`src/rtl/jcs_pkg.sv`:
```
// Shared constants and types for the JCS control sequencer: opcodes, step indices,
// quarter-phase encoding and the bundle of decoded control terms.
package jcs_pkg;

    localparam logic [3:0] OP_LOAD  = 4'b0000;
    localparam logic [3:0] OP_STORE = 4'b0001;
    localparam logic [3:0] OP_DATA  = 4'b0010;
    localparam logic [3:0] OP_JMPR  = 4'b0011;
    localparam logic [3:0] OP_JMP   = 4'b0100;
    localparam logic [3:0] OP_JMPIF = 4'b0101;
    localparam logic [3:0] OP_CLF   = 4'b0110;
    localparam logic [3:0] OP_NOP   = 4'b0111;

    localparam logic [2:0] ALU_CMP  = 3'b111;

    localparam int NUM_STEPS = 6;
    localparam int STEP_1    = 0;
    localparam int STEP_2    = 1;
    localparam int STEP_3    = 2;
    localparam int STEP_4    = 3;
    localparam int STEP_5    = 4;
    localparam int STEP_6    = 5;

    typedef enum logic [1:0] {
        Q0 = 2'd0,
        Q1 = 2'd1,
        Q2 = 2'd2,
        Q3 = 2'd3
    } quarter_t;

    // Decoded control terms before the clke/clks windows are applied.
    typedef struct packed {
        logic       bus1;
        logic       en_iar;
        logic       en_ram;
        logic       en_acc;
        logic [3:0] en_reg;
        logic       set_iar;
        logic       set_mar;
        logic       set_ir;
        logic       set_acc;
        logic       set_tmp;
        logic       set_ram;
        logic       set_flags;
        logic [3:0] set_reg;
        logic [2:0] alu_op;
    } ctrl_t;

    function automatic logic [3:0] reg_sel(input logic [1:0] r);
        return 4'b0001 << r;
    endfunction

endpackage

```
`src/rtl/jcs_phase.sv`:
```
// Quarter-phase generator: tick divider, quarter index and the six-step one-hot ring,
// with the clke/clks windows derived from the quarter index.
module jcs_phase
    import jcs_pkg::*;
#(
    parameter int TICKDIV = 4
) (
    input  logic                 clk_i,
    input  logic                 rst_ni,
    input  logic                 hold_i,
    output logic                 clke_o,
    output logic                 clks_o,
    output logic [NUM_STEPS-1:0] step_o
);

    localparam logic [15:0] DIV_MAX = 16'(TICKDIV - 1);

    logic [15:0]          cnt_q, cnt_d;
    quarter_t             q_q, q_d;
    logic [NUM_STEPS-1:0] step_q, step_d;

    always_ff @(posedge clk_i or negedge rst_ni) begin
        if (!rst_ni) begin
            cnt_q  <= '0;
            q_q    <= Q0;
            step_q <= NUM_STEPS'(1);
        end else begin
            cnt_q  <= cnt_d;
            q_q    <= q_d;
            step_q <= step_d;
        end
    end

    // Divider wrap advances the quarter; the quarter wrapping 3->0 advances the step.
    always_comb begin
        cnt_d  = cnt_q;
        q_d    = q_q;
        step_d = step_q;
        if (!hold_i) begin
            if (cnt_q == DIV_MAX) begin
                cnt_d = '0;
                q_d   = quarter_t'(q_q + 2'd1);
                if (q_q == Q3) begin
                    step_d = {step_q[NUM_STEPS-2:0], step_q[NUM_STEPS-1]};
                end
            end else begin
                cnt_d = cnt_q + 16'd1;
            end
        end
    end

    always_comb begin
        clke_o = (q_q != Q3);
        clks_o = (q_q == Q1);
        step_o = step_q;
    end

endmodule

```
`src/rtl/jcs_seq.sv`:
```
// Control sequencer top: decodes the current step and instruction register into
// enable/set strobes, gated by the clke/clks windows and forced low during reset.
module jcs_seq
    import jcs_pkg::*;
#(
    parameter int TICKDIV = 4
) (
    input  logic       CLK,
    input  logic       reset_n,
    input  logic       hold,
    input  logic [7:0] ir,
    input  logic [3:0] flags,
    output logic       clke,
    output logic       clks,
    output logic [5:0] step,
    output logic       bus1,
    output logic       en_iar,
    output logic       en_ram,
    output logic       en_acc,
    output logic       set_iar,
    output logic       set_mar,
    output logic       set_ir,
    output logic       set_acc,
    output logic       set_tmp,
    output logic       set_ram,
    output logic       set_flags,
    output logic [3:0] en_reg,
    output logic [3:0] set_reg,
    output logic [2:0] alu_op
);

    logic                 clke_w, clks_w;
    logic [NUM_STEPS-1:0] step_w;
    logic [3:0]           ra, rb;
    logic                 en_win, set_win;
    ctrl_t                dec;

    jcs_phase #(.TICKDIV(TICKDIV)) u_phase (
        .clk_i  (CLK),
        .rst_ni (reset_n),
        .hold_i (hold),
        .clke_o (clke_w),
        .clks_o (clks_w),
        .step_o (step_w)
    );

    assign ra = reg_sel(ir[3:2]);
    assign rb = reg_sel(ir[1:0]);

    always_comb begin
        dec = '0;
        if (step_w[STEP_1]) begin
            dec.bus1    = 1'b1;
            dec.en_iar  = 1'b1;
            dec.set_mar = 1'b1;
            dec.set_acc = 1'b1;
        end
        if (step_w[STEP_2]) begin
            dec.en_ram = 1'b1;
            dec.set_ir = 1'b1;
        end
        if (step_w[STEP_3]) begin
            dec.en_acc  = 1'b1;
            dec.set_iar = 1'b1;
        end
        if (ir[7]) begin
            if (step_w[STEP_4]) begin
                dec.en_reg  = rb;
                dec.set_tmp = 1'b1;
            end
            if (step_w[STEP_5]) begin
                dec.en_reg    = ra;
                dec.set_acc   = 1'b1;
                dec.set_flags = 1'b1;
                dec.alu_op    = ir[6:4];
            end
            // CMP only updates flags, so the write-back step is suppressed.
            if (step_w[STEP_6] && (ir[6:4] != ALU_CMP)) begin
                dec.en_acc  = 1'b1;
                dec.set_reg = rb;
            end
        end else begin
            case (ir[7:4])
                OP_LOAD: begin
                    if (step_w[STEP_4]) begin dec.en_reg = ra; dec.set_mar = 1'b1; end
                    if (step_w[STEP_5]) begin dec.en_ram = 1'b1; dec.set_reg = rb; end
                end
                OP_STORE: begin
                    if (step_w[STEP_4]) begin dec.en_reg = ra; dec.set_mar = 1'b1; end
                    if (step_w[STEP_5]) begin dec.en_reg = rb; dec.set_ram = 1'b1; end
                end
                OP_DATA: begin
                    if (step_w[STEP_4]) begin
                        dec.bus1    = 1'b1;
                        dec.en_iar  = 1'b1;
                        dec.set_mar = 1'b1;
                        dec.set_acc = 1'b1;
                    end
                    if (step_w[STEP_5]) begin dec.en_ram = 1'b1; dec.set_reg = rb; end
                    if (step_w[STEP_6]) begin dec.en_acc = 1'b1; dec.set_iar = 1'b1; end
                end
                OP_JMPR: begin
                    if (step_w[STEP_4]) begin dec.en_reg = rb; dec.set_iar = 1'b1; end
                end
                OP_JMP: begin
                    if (step_w[STEP_4]) begin dec.en_iar = 1'b1; dec.set_mar = 1'b1; end
                    if (step_w[STEP_5]) begin dec.en_ram = 1'b1; dec.set_iar = 1'b1; end
                end
                OP_JMPIF: begin
                    if (step_w[STEP_4]) begin
                        dec.bus1    = 1'b1;
                        dec.en_iar  = 1'b1;
                        dec.set_mar = 1'b1;
                        dec.set_acc = 1'b1;
                    end
                    if (step_w[STEP_5]) begin dec.en_acc = 1'b1; dec.set_iar = 1'b1; end
                    if (step_w[STEP_6] && ((ir[3:0] & flags) != 4'b0000)) begin
                        dec.en_ram  = 1'b1;
                        dec.set_iar = 1'b1;
                    end
                end
                OP_CLF: begin
                    if (step_w[STEP_4]) begin dec.bus1 = 1'b1; dec.set_flags = 1'b1; end
                end
                default: ;
            endcase
        end
    end

    // reset_n also gates combinationally so outputs drop the moment reset asserts.
    assign en_win  = reset_n & clke_w;
    assign set_win = reset_n & clks_w;

    assign clke      = reset_n & clke_w;
    assign clks      = reset_n & clks_w;
    assign step      = step_w & {NUM_STEPS{reset_n}};
    assign bus1      = dec.bus1 & en_win;
    assign en_iar    = dec.en_iar & en_win;
    assign en_ram    = dec.en_ram & en_win;
    assign en_acc    = dec.en_acc & en_win;
    assign en_reg    = dec.en_reg & {4{en_win}};
    assign set_iar   = dec.set_iar & set_win;
    assign set_mar   = dec.set_mar & set_win;
    assign set_ir    = dec.set_ir & set_win;
    assign set_acc   = dec.set_acc & set_win;
    assign set_tmp   = dec.set_tmp & set_win;
    assign set_ram   = dec.set_ram & set_win;
    assign set_flags = dec.set_flags & set_win;
    assign set_reg   = dec.set_reg & {4{set_win}};
    assign alu_op    = dec.alu_op & {3{reset_n}};

endmodule

```
`config.mk`:
```
export PLATFORM = sky130hd
export DESIGN_NAME = jcs_seq
export DESIGN_NICKNAME = d
export VERILOG_FILES = /design/src/rtl/jcs_pkg.sv /design/src/rtl/jcs_phase.sv /design/src/rtl/jcs_seq.sv
export SDC_FILE = /design/constraint.sdc
export NUM_CORES = 1
export LEC_CHECK = 0
export CORE_ASPECT_RATIO = 1.5
export CORE_UTILIZATION = 40
export CTS_BUF_LIST = sky130_fd_sc_hd__clkbuf_16
export DETAILED_ROUTE_END_ITERATION = 7
export DONT_BUFFER_PORTS = 1
export PLACE_DENSITY_LB_ADDON = 0.1
export SETUP_SLACK_MARGIN = 0.05
export SKIP_CTS_REPAIR_TIMING = 1
export SLEW_MARGIN = 25
export SYNTH_ARGS = -nofsm -noshare
export SYNTH_HDL_FRONTEND = slang
export SYNTH_SLANG_ARGS = --single-unit
```
`constraint.sdc`:
```
create_clock -name CLK -period 2.8 [get_ports CLK]
set_input_delay 0.84 -clock CLK [delete_from_list [all_inputs] [get_ports CLK]]
set_output_delay 0.84 -clock CLK [all_outputs]
set_load 0.005 [all_outputs]
```
* Yosys cells after proc, flatten, opt, wreduce, memory -nomap -nowiden *
Index checks and enable logic that the tools add are counted.

word-level totals
  word-level logic and storage cells = 92
  register bits = 24

operators by class
  bitwise operators = 19
  muxes and demuxes = 45
  reduce and logical (&&, ||, !) cells = 10
  eq/ne operators = 11
  shift-type cells = 2
  add/sub/neg operators = 2

operators by type and width
  operator                                          number
  2-to-1 mux 4 bit                                  7
  2-to-1 mux 1 bit                                  22
  adder 16 x 1 -> 16 bit (second input constant)    1
  == test 16 x 2 -> 1 bit (second input constant)   1
  2-to-1 mux 16 bit                                 1
  2-to-1 mux 5 bit                                  3
  bitwise AND 1 bit                                 13
  bitwise AND 4 bit                                 3
  == test 4 x 3 -> 1 bit (second input constant)    3
  one-hot mux 4 bit (3 select lines)                1
  2-to-1 mux 3 bit                                  3
  == test 4 x 2 -> 1 bit (second input constant)    2
  one-hot mux 1 bit (2 select lines)                4
  left shift 1 x 2 -> 4 bit (first input constant)  2
  bitwise AND 6 bit                                 1
  2-to-1 mux 2 bit                                  3
  OR reduction 5 bit                                1
  == test 4 x 1 -> 1 bit (second input constant)    1
  zero test 4 bit                                   1
  one-hot mux 1 bit (4 select lines)                1
  nonzero test 4 bit                                1
  OR reduction 2 bit                                2
  bitwise AND 3 bit                                 1
  != test 3 bit (second input constant)             1
  other kinds (9)                                   10

* Depth between registers and ports, before layout *
Gate-level depths: netlist of the first run.

  depth after elaboration = 7
  depth in mapped cells = 6
  depth with buffers taken out = 6

* Cells and area by module *
From an unflattened synthesis of the first run, not the netlist that was laid out.

unflattened totals
  cell total of the unflattened synthesis = 213
  area, all modules = 1891.8 um^2

modules (own cells, without submodules)
  module     cells each  area an instance (um^2)  times used  sequential area each (um^2)
  jcs_phase  89          1102.3                   1           601.8
  jcs_seq    124         789.5                    1           0.0

* Least setup slack after synthesis of the first run *
OpenSTA, ideal clock, no wires.

  kind = input to output
  from = input ir[1]
  to = output set_iar
  stages = 5
  data arrival time = 1.928 ns
  buffers on the path = 1
  data required time = 1.960 ns
  path slack = 0.032 ns
  path through = clkbuf_1 a22oi_1 a2111oi_0 nand3b_1 o311a_1

on the way
  cells in the longest elaborated chain, start to end = 7

ends and longest elaborated chain
  what                                RTL line        RTL
  start, declared                     jcs_seq.sv:11   input logic [7:0] ir,
  bitwise AND 4 bit                   jcs_seq.sv:117  if (step_w[STEP_6] && ((ir[3:0] & flags) != 4'b0000)) begin
  nonzero test 4 bit                  jcs_seq.sv:117
  logical AND 1 bit                   jcs_seq.sv:117
  2-to-1 mux 1 bit                    jcs_seq.sv:117
  one-hot mux 1 bit (4 select lines)  jcs_seq.sv:83   case (ir[7:4])
  2-to-1 mux 2 bit                    jcs_seq.sv:66   if (ir[7]) begin
  bitwise AND 1 bit                   jcs_seq.sv:142  assign set_iar = dec.set_iar & set_win;
  end, declared                       jcs_seq.sv:20   output logic set_iar,

Every way passes these cells.

* Final worst setup path of the first run *
  from = input ir[7]
  to = output en_reg[2]

on the way
  cells in the longest elaborated chain, start to end = 4
  elaborated cells between the ends (all ways) = 6
  classes of those cells = 2 x eq/ne; 2 x mux; 1 x bitwise; 1 x reduce/logical

ends and longest elaborated chain
  what                                            RTL line        RTL
  == test 4 x 2 -> 1 bit (tied with other cells)  jcs_seq.sv:83
  one-hot mux 4 bit (3 select lines)              jcs_seq.sv:83
  2-to-1 mux 5 bit (*)                            jcs_seq.sv:66
  bitwise AND 4 bit (*)                           jcs_seq.sv:141  assign en_reg = dec.en_reg & {4{en_win}};
  end, declared                                   jcs_seq.sv:27   output logic [3:0] en_reg,

Every way passes the cells marked *; elsewhere a longest branch is shown, timed or not.

==> results.md, run 1 <==
- Final hold violations: 0
- Die area: 0.004785 sq mm
- Final setup TNS: 0 ns
- First-pass GRT wire length: 7534 um
- RSZ-0062 raised after global routing: false
- CTS max path bufs: 2
- Area Overhead vs Synth: 6.662%
- Slew HR: 0.7215
- Via count: 1547
- Wirelength per Cell: 18.71 um
- Mean Syn Cell Area: 8.627 sq um
- CP bufs+invs: 0
- Ys flop type: dfrtp_1
- Routed length on met1: 1853 um
- Synth top area share: 0.3192
- Fmax: 0.3778 GHz
- Max_cap viols: 0
- 1st-iter DRT viols: between 150 and 200
- Final #Nets: between 200 and 250
- Number of port buffers: 0
- Final slew viol count: 0
- Maximum vdd drop: 0.2962 mV
- Power Dens Cells: 507.4 mW/mm^2
- Yosys cell types: 51
- Worst-path cell chain: nand2b_1 > a2111oi_4 > nand2_1 > a221oi_1
- Final ANT Viol Nets: 0
- Hpwl dp: 3443 um
- Gpl congestion: 0.9333
- CP Capture Type: output pin
- GRT Overall Usage: 0.1996
- Final wirelength: 4640 um
- Met3 Routed Length: 183 um
- # DRC: 14
- Period minus WS final: approximately 2.6 ns
- Seq cells post-synth: 24
- I/O pin cnt: 45
- Status: complete, but fails checks
- Root Driver: clkbuf_16
- Setup Viol. Count Final: 0
- Die Y: around 84 um
- Clock buffer count from CTS: 3
- Placed instance area: 0.001837 sq mm
- Ranking of synthesized cells by area: dfrtp_1, xnor2_1, o21ai_0
- Highest metal used: met4
- Vias in the first global route: around 1500
- Clock transition at path regs: 0.06 ns
- Worst-path maximum fanout: 19
- EDFF count, synth: 0
- Required time of the critical path: 1.96 ns
- Worst Setup Start Kind: input pin
- Lkg Pwr: 0.0007649 uW
- Synthesized area: 0.001803 sq mm
- CP arrival: 1.81 ns
- Fraction of layout cells with a size suffix above 1: 0.1089
- Clk_skew: 0.001827 ns
- Hold crit path type: input pin to async pin
- Sequential share of the synthesized area: 0.3338
- Ys async rst share: 1.000
- Antenna violations before repair: 0
- Final Cycle Share: 0.9454
- Yosys warning total: 0
- Area leader, netlist: dfrtp_1
- WL met2: 2556 um
- Clk sinks: 24
- Core Area: about 0.0043 sq mm
- Top delay family on crit path: compound AO/OA/AOI/OAI gates
- Drt first pass iters: 6
- Cells after synthesis: 209
- H-tree lvl count: 1
- Starting density of the core: 0.4211
- CTS tree: done
- Chip width: 56.82 um
- Largest net degree at the start of global routing: 37
- Cell area after layout: roughly 0.0019 sq mm
- Slowest CP cell: a2111oi_4
- Ant. Diodes: 0
- Worst Path Class, Setup: input pin to output pin
- Grt total ovfl: 0
- Slew of the pin with the lowest slew margin: 0.4140 ns
- Rows: 29
- Worst-Skew Late Latency: 0.26 ns
- Failing checks: design-rule violations
- CP max stage delay: 0.37 ns
- Mapped Nets: around 230
- Via/cell ratio: approximately 6.2
==> synth_stat cells, drive strengths merged (3+ instances only) <==
cell	count
dfrtp	23
nor2	13
nand3	8
and3	9
o21ai	18
a22oi	5
nand2	15
inv	8
ha	3
and2	10
nand2b	4
nand4	6
a31oi	3
nor2b	7
mux2	4
a221oi	4
a21oi	8
xnor2	13
clkbuf	11
nor4	5
buf	4
==> layout by cell type, fill, tap and decap left out, drive strengths merged, types with 2 or more instances in the layout <==
| cell | instances |
|---|---|
| a221oi | 4 |
| mux2 | 4 |
| a22oi | 5 |
| nand3 | 8 |
| nand2b | 4 |
| dfrtp | 23 |
| a21oi | 8 |
| or2 | 2 |
| nand4b | 2 |
| a2111oi | 2 |
| nand3b | 2 |
| o21ai | 18 |
| ha | 3 |
| and3 | 9 |
| nor4b | 2 |
| and2 | 10 |
| clkbuf | 3 |
| nand4 | 6 |
| nand2 | 15 |
| and4 | 2 |
| buf | 4 |
| inv | 8 |
| nor2 | 13 |
| nor2b | 7 |
| nor4 | 5 |
| a311oi | 2 |
| xnor2 | 13 |
| a31oi | 3 |
==> registers in the layout, indices dropped and copies added, names as in the netlist <==
| signal | cells |
|---|---|
| u_phase.q_q | 2 |
| u_phase.step_o | 6 |
| u_phase.cnt_q | 16 |
==> worst paths after layout <==
path	from	endpoint	cells after the start	slack (ns)
min reg2reg	u_phase.q_q[0]$_DFFE_PN0P_	u_phase.q_q[0]$_DFFE_PN0P_	1	0.51
min in group CLK	u_phase.q_q[0]$_DFFE_PN0P_	u_phase.q_q[0]$_DFFE_PN0P_	1	0.51
min	reset_n	u_phase.cnt_q[11]$_DFFE_PN0N_	0	0.27
max reg2reg	u_phase.cnt_q[0]$_DFFE_PN0N_	u_phase.step_o[2]$_DFFE_PN0P_	5	0.82
max	ir[7]	en_reg[2]	4	0.15
max in group asynchronous	reset_n	u_phase.step_o[0]$_DFFE_PN1P_	0	2.36
==> through the flow <==
step,util,worst slack [ns],total power (uW),cells,hold slack (ns)
finish,0.4492,0.1530,975.8,248,0.2730
global route,0.4492,0.06381,1034,248,0.2621
CTS,0.4474,0.03436,983.1,248,0.2693
detailed placement,0.4290,0.03254,673.3,244,0.5020
global placement,0.4290,0.09753,660.7,244,0.4938
floorplan,-,0.03156,630.6,209,0.4743
==> power by group <==
| part | total (uW) | internal, uW | switching (uW) |
|---|---|---|---|
| clock | 310 | 191 | 119 |
| sequential | 467 | 398 | 68.3 |
| combinational | 199 | 90.4 | 109 |
==> logic make-up after synthesis <==
logic type | share of synthesized area
muxes | 0.03886
AOI/OAI and AO/OA | 0.1818
xor gates and xnor gates | 0.06801
DFF | 0.3338
and+or+nand+nor | 0.3033
buffers and inverters | 0.05343
adders and majority gates | 0.02082
==> metal layers <==
metal / GRT usage / vias to the layer above
met5: 0 / -
met1: 0.2356 / 757
met2: 0.3777 / 47
met4: 0.05322 / 0
li1: - / 739
met3: 0.01849 / 4
==> layout make-up <==
class	count	area, sq um
inverters	8	30.03
multi-input cells	162	1124
clock inverters	1	3.754
repair buffers	4	30.03
fillers	439	2359
flip-flops and latches	24	603.1
well taps	46	57.56
clock buffers	3	75.07
==> worst reg2reg max path: stages, from the launching register on <==
cell     delay (ns)
dfrtp_1        0.41
ha_1           0.25
nor4b_2        0.26
nand4_2        0.22
or2_1          0.38
mux2_4         0.34
Note: power is estimated with default switching activity, not from simulation.
==> run 2, diff against run 1 <==
--- a/config.mk
+++ b/config.mk
@@ -10,6 +10,7 @@
 export CTS_BUF_LIST = sky130_fd_sc_hd__clkbuf_16
 export DETAILED_ROUTE_END_ITERATION = 7
 export DONT_BUFFER_PORTS = 1
+export GPL_TIMING_DRIVEN = 0
 export PLACE_DENSITY_LB_ADDON = 0.1
 export SETUP_SLACK_MARGIN = 0.05
 export SKIP_CTS_REPAIR_TIMING = 1
==> results.md, run 2 (synthesis gave the netlist of run 1 again) <==
- Root Driver: clkbuf_16 (unchanged)
- Core Area: 0.004282 sq mm (unchanged)
- Wirelength per Cell: 18.07 um (was 18.71 um)
- Worst Path Class, Setup: input pin to output pin (unchanged)
- I/O pin cnt: 45 (unchanged)
- Worst Setup Start Kind: input pin (unchanged)
- Area Overhead vs Synth: 13.60% (was 6.662%)
- RSZ-0062 raised after global routing: true (was false)
- Worst-path maximum fanout: 10 (was 19)
- Maximum vdd drop: 0.3993 mV (was 0.2962 mV)
- Clk sinks: 24 (unchanged)
- Core Util, Final: 0.4784 (was 0.4492)
- Clk_skew: 0.001665 ns (was 0.001827 ns)
- Clock buffer count from CTS: 3 (unchanged)
- Most frequent cells in the layout: dfrtp_1, o21ai_0, nand2_1 (unchanged)
- Grt total ovfl: 0 (unchanged)
- CTS max path bufs: 2 (unchanged)
- Final #Nets: 232 (was 221)
- Worst-Skew Late Latency: 0.26 ns (about the same)
- CP Capture Type: output pin (unchanged)
- Required time of the critical path: 1.96 ns (about the same)
- Antenna violations before repair: 0 (unchanged)
- Status: complete, but fails checks (unchanged)
- Hold crit path type: input pin to async pin (unchanged)
- Rows: 29 (unchanged)
- Chip width: 56.82 um (unchanged)
- H-tree lvl count: 1 (unchanged)
- Max_cap viols: 0 (unchanged)
- Final slew viol count: 0 (unchanged)
- Slew of the pin with the lowest slew margin: 0.4423 ns (was 0.4140 ns)
- Final ANT Viol Nets: 0 (unchanged)
- FF-to-FF End: u_phase.step_o[1]$_DFFE_PN0P_ (was u_phase.step_o[2]$_DFFE_PN0P_)
- Gpl congestion: 0.9206 (was 0.9333)
- Fmax: 0.3707 GHz (was 0.3778 GHz)
- Via/cell ratio: 6.236 (was 6.238)
- Clock transition at path regs: 0.06 ns (about the same)
- CP arrival: 1.86 ns (was 1.81 ns)
- Final Cycle Share: 0.9633 (was 0.9454)
- Final wirelength: 4679 um (was 4640 um)
- Hpwl dp: 3530 um (was 3443 um)
- Lkg Pwr: 0.0008159 uW (was 0.0007649 uW)
- Largest net degree at the start of global routing: 28 (was 37)
- Fraction of layout cells with a size suffix above 1: 0.1784 (was 0.1089)
- CP Launch Point: ir[7] (unchanged)
- Placed instance area: 0.001873 sq mm (was 0.001837 sq mm)
- Setup Viol. Count Final: 0 (unchanged)
- Max reg flops: 16 (unchanged)
- Ant. Diodes: 0 (unchanged)
- Most common cell after layout, fill and taps aside: dfrtp_1 (unchanged)
- Cell area after layout: 0.002048 sq mm (was 0.001923 sq mm)
- First-pass GRT wire length: 7714 um (was 7534 um)
- Final hold violations: 0 (unchanged)
- Total Power: 1007 uW (was 975.8 uW)
- Hold Slack: 0.2733 ns (was 0.2730 ns)
- # DRC: 14 (unchanged)
- R2R cell count: 5 (unchanged)
- CTS tree: done (unchanged)
- Failing checks: design-rule violations (unchanged)
- GRT Overall Usage: 0.2025 (was 0.1996)
- 1st-iter DRT viols: 103 (was 170)
- Most flop-heavy register: u_phase.cnt_q (unchanged)
- FF-to-FF setup slack: 0.89 ns (was 0.82 ns)
- Worst setup path endpoint: en_reg[2] (unchanged)
- Die area: 0.004785 sq mm (unchanged)
- Starting density of the core: 0.4211 (unchanged)
- Die Y: 84.23 um (unchanged)
- Number of port buffers: 0 (unchanged)
- Drt first pass iters: 6 (unchanged)
- Final setup TNS: 0 ns (unchanged)
- Vias in the first global route: 1617 (was 1493)
- Period minus WS final: 2.697 ns (was 2.647 ns)
- Slew HR: 0.7045 (was 0.7215)
- Power Dens Cells: 491.5 mW/mm^2 (was 507.4 mW/mm^2)
- Worst r2r src: u_phase.cnt_q[12]$_DFFE_PN0N_ (was u_phase.cnt_q[0]$_DFFE_PN0N_)
- Via count: 1615 (was 1547)
-- run 2: cell types whose count changed in the layout (fill, tap and decap cells not counted), moves of 2 or more --
cell      previous run  this run
clkbuf_2             0         3
a221oi_1             4         0
o21ai_0             18        16
buf_2                0         3
a22oi_2              0         2
o21ai_1              0         2
buf_6                0         2
a221oi_2             0         4
clkbuf_1             0         3
a22oi_1              5         3
-- run 2: routing by layer --
layer  track usage  part of all wire  vias up
met5             0                 0        -
met3       0.02465             0.046        9
li1              -                 -      762
met4       0.07095             0.023        0
met1        0.2271              0.39      792
met2        0.3842              0.54       52
-- run 2: through the flow --
| stage | setup slack (ns) | std cells |
|---|---|---|
| floorplan | 0.03156 | 209 |
| global placement | -0.2215 | 255 |
| detailed placement | -0.2282 | 255 |
| CTS | -0.2283 | 259 |
| global route | 0.02533 | 259 |
| finish | 0.1027 | 259 |
-- run 2: where the power goes --
group          internal, uW  switching, uW  total [uW]  leakage [uW]
logic                  99.2            134         233      0.000458
registers               398           68.1         467      0.000320
clock network           191            116         307     0.0000385
-- run 2: worst min path at each step --
| stage | to | depth (start not counted) |
|---|---|---|
| finish | u_phase.cnt_q[13]$_DFFE_PN0N_ | 0 |
| detailed placement | u_phase.cnt_q[8]$_DFFE_PN0N_ | 1 |
| CTS | u_phase.cnt_q[7]$_DFFE_PN0N_ | 0 |
| floorplan | u_phase.q_q[1]$_DFFE_PN0P_ | 2 |
| global route | u_phase.cnt_q[13]$_DFFE_PN0N_ | 0 |
| global placement | u_phase.q_q[1]$_DFFE_PN0P_ | 2 |
-- run 2: final cells by class --
type	instances	area, sq um
Inverter	8	30.03
Buffer	13	78.83
Clock inverter	1	3.754
Tap cell	46	57.56
Sequential cell	24	601.8
Timing Repair Buffer	2	15.01
Multi-Input combinational cell	162	1186
Clock buffer	3	75.07
Fill cell	426	2233
-- run 2: critical path, cell delays in order --
cell	delay, ns
buf_4	0.15
nand2b_4	0.16
a2111oi_4	0.30
nand2_1	0.13
a221oi_2	0.28
==> run 3, diff against run 2 <==
--- a/config.mk
+++ b/config.mk
@@ -11,7 +11,9 @@
 export DETAILED_ROUTE_END_ITERATION = 7
 export DONT_BUFFER_PORTS = 1
 export GPL_TIMING_DRIVEN = 0
-export PLACE_DENSITY_LB_ADDON = 0.1
+export MAX_ROUTING_LAYER = met4
+export PLACE_DENSITY = 0.64
+export REMOVE_ABC_BUFFERS = 1
 export SETUP_SLACK_MARGIN = 0.05
 export SKIP_CTS_REPAIR_TIMING = 1
 export SLEW_MARGIN = 25
==> results.md, run 3 (synthesis gave the netlist of run 1 again) <==
- Worst Path Class, Setup: flop to output pin (was input pin to output pin)
- Most flop-heavy register: u_phase.cnt_q (unchanged)
- First-pass GRT wire length: 6962 um (was 7714 um)
- Final hold violations: 0 (unchanged)
- Max reg flops: 16 (unchanged)
- Wirelength per Cell: 17.65 um (was 18.07 um)
- Drt first pass iters: 7 (was 6)
- Slew of the pin with the lowest slew margin: 0.4200 ns (was 0.4423 ns)
- Fraction of layout cells with a size suffix above 1: 0.09091 (was 0.1784)
- GRT Overall Usage: 0.1888 (was 0.2025)
- 1st-iter DRT viols: 109 (was 103)
- Via count: 1544 (was 1615)
- Grt total ovfl: 0 (unchanged)
- Worst r2r src: u_phase.cnt_q[12]$_DFFE_PN0N_ (unchanged)
- Core Util, Final: 0.4424 (was 0.4784)
- Total Power: 974.4 uW (was 1007 uW)
- Core Area: 0.004282 sq mm (unchanged)
- Final slew viol count: 0 (unchanged)
- RSZ-0062 raised after global routing: true (unchanged)
- Slew HR: 0.7193 (was 0.7045)
- Final setup TNS: 0 ns (unchanged)
- Failing checks: design-rule violations (unchanged)
- Chip width: 56.82 um (unchanged)
- FF-to-FF setup slack: 0.86 ns (was 0.89 ns)
- Rows: 29 (unchanged)
- Vias in the first global route: 1471 (was 1617)
- Worst-path maximum fanout: 17 (was 10)
- Starting density of the core: 0.4211 (unchanged)
- Clock transition at path regs: 0.06 ns (about the same)
- Root Driver: clkbuf_16 (unchanged)
- Most frequent cells in the layout: dfrtp_1, o21ai_0, nand2_1 (unchanged)
- Die Y: 84.23 um (unchanged)
- Gpl congestion: 0.8512 (was 0.9206)
- Area Overhead vs Synth: 5.066% (was 13.60%)
- Hold Slack: 0.2719 ns (was 0.2733 ns)
- Final wirelength: 4307 um (was 4679 um)
- Period minus WS final: 2.685 ns (was 2.697 ns)
- Ant. Diodes: 0 (unchanged)
- Final Cycle Share: 0.9591 (was 0.9633)
- Number of port buffers: 0 (unchanged)
- R2R cell count: 4 (was 5)
- Maximum vdd drop: 0.3542 mV (was 0.3993 mV)
- Final #Nets: 217 (was 232)
- Required time of the critical path: 1.96 ns (about the same)
- Largest net degree at the start of global routing: 37 (was 28)
- Clk sinks: 24 (unchanged)
- Clock buffer count from CTS: 3 (unchanged)
- Antenna violations before repair: 0 (unchanged)
- Worst setup path endpoint: en_reg[3] (was en_reg[2])
- Setup ws final: 0.1146 ns (was 0.1027 ns)
- CP Capture Type: output pin (unchanged)
- CTS tree: done (unchanged)
- Fmax: 0.3724 GHz (was 0.3707 GHz)
- FF-to-FF End: u_phase.step_o[4]$_DFFE_PN0P_ (was u_phase.step_o[1]$_DFFE_PN0P_)
- CP Launch Point: u_phase.step_o[4]$_DFFE_PN0P_ (was ir[7])
- Clk_skew: 0.002669 ns (was 0.001665 ns)
- CP arrival: 1.85 ns (was 1.86 ns)
- Status: complete, but fails checks (unchanged)
- # DRC: 16 (was 14)
- Via/cell ratio: 6.328 (was 6.236)
- Max_cap viols: 0 (unchanged)
- Hold crit path type: input pin to async pin (unchanged)
- Die area: 0.004785 sq mm (unchanged)
- Placement Setup Slack: 0.08737 ns (was -0.2282 ns)
- Setup Viol. Count Final: 0 (unchanged)
- Worst-Skew Late Latency: 0.26 ns (about the same)
- Hpwl dp: 3163 um (was 3530 um)
- Power Dens Cells: 514.4 mW/mm^2 (was 491.5 mW/mm^2)
- Most common cell after layout, fill and taps aside: dfrtp_1 (unchanged)
- Lkg Pwr: 0.0007502 uW (was 0.0008159 uW)
- H-tree lvl count: 1 (unchanged)
- I/O pin cnt: 45 (unchanged)
- Worst Setup Start Kind: flop (was input pin)
- Filler cell count: 433 (was 426)
- CTS max path bufs: 2 (unchanged)
- Final ANT Viol Nets: 0 (unchanged)
## run 3: cell count changes in the layout (fill, tap and decap cells not counted), moves of 3 or more
cell,delta
clkbuf_2,-3
a221oi_2,-3
clkbuf_1,-3
buf_4,-3
a221oi_1,+3
buf_2,-3
## run 3: where the power goes
part / internal (uW) / switching [uW] / total (uW)
registers: 398 / 70.5 / 469
clock network: 191 / 119 / 310
logic: 89.3 / 107 / 196
## run 3: worst min-delay path by stage
stage                                from                            end  slack, ns
2_1_floorplan  u_phase.q_q[1]$_DFFE_PN0P_     u_phase.q_q[1]$_DFFE_PN0P_       0.47
3_3_place_gp   u_phase.q_q[1]$_DFFE_PN0P_     u_phase.q_q[1]$_DFFE_PN0P_       0.49
3_5_place_dp   u_phase.q_q[1]$_DFFE_PN0P_     u_phase.q_q[1]$_DFFE_PN0P_       0.50
4_1_cts                           reset_n  u_phase.cnt_q[11]$_DFFE_PN0N_       0.27
5_1_grt                           reset_n   u_phase.cnt_q[1]$_DFFE_PN0N_       0.26
6_report                          reset_n   u_phase.cnt_q[3]$_DFFE_PN0N_       0.27
## run 3: routing by layer
metal,vias up,routed length [um],global-route usage
met5,-,0,-
met4,0,121,0.08204
met3,11,250,0.03236
met2,52,2272,0.3420
met1,745,1664,0.1967
li1,736,-,-
## run 3: layout make-up
type	count	area [sq um]	share of cell area
Multi-Input combinational cell	162	1125	0.5938
Sequential cell	24	603.1	0.3184
Clock buffer	3	75.07	0.03963
Tap cell	46	57.56	0.03038
Inverter	8	30.03	0.01585
Clock inverter	1	3.754	0.001982
## run 3: metrics by stage
step           instance area (sq um)  cells
2_1_floorplan                   1737    194
3_3_place_gp                    1794    240
3_5_place_dp                    1794    240
4_1_cts                         1873    244
5_1_grt                         1894    244
6_report                        1894    244
## run 3: worst max-delay path: stages, from the launching register on
cell and delay (ns):
dfrtp_2 0.53, and2b_1 0.35, nand3_1 0.10, a211o_1 0.30, a221oi_1 0.30
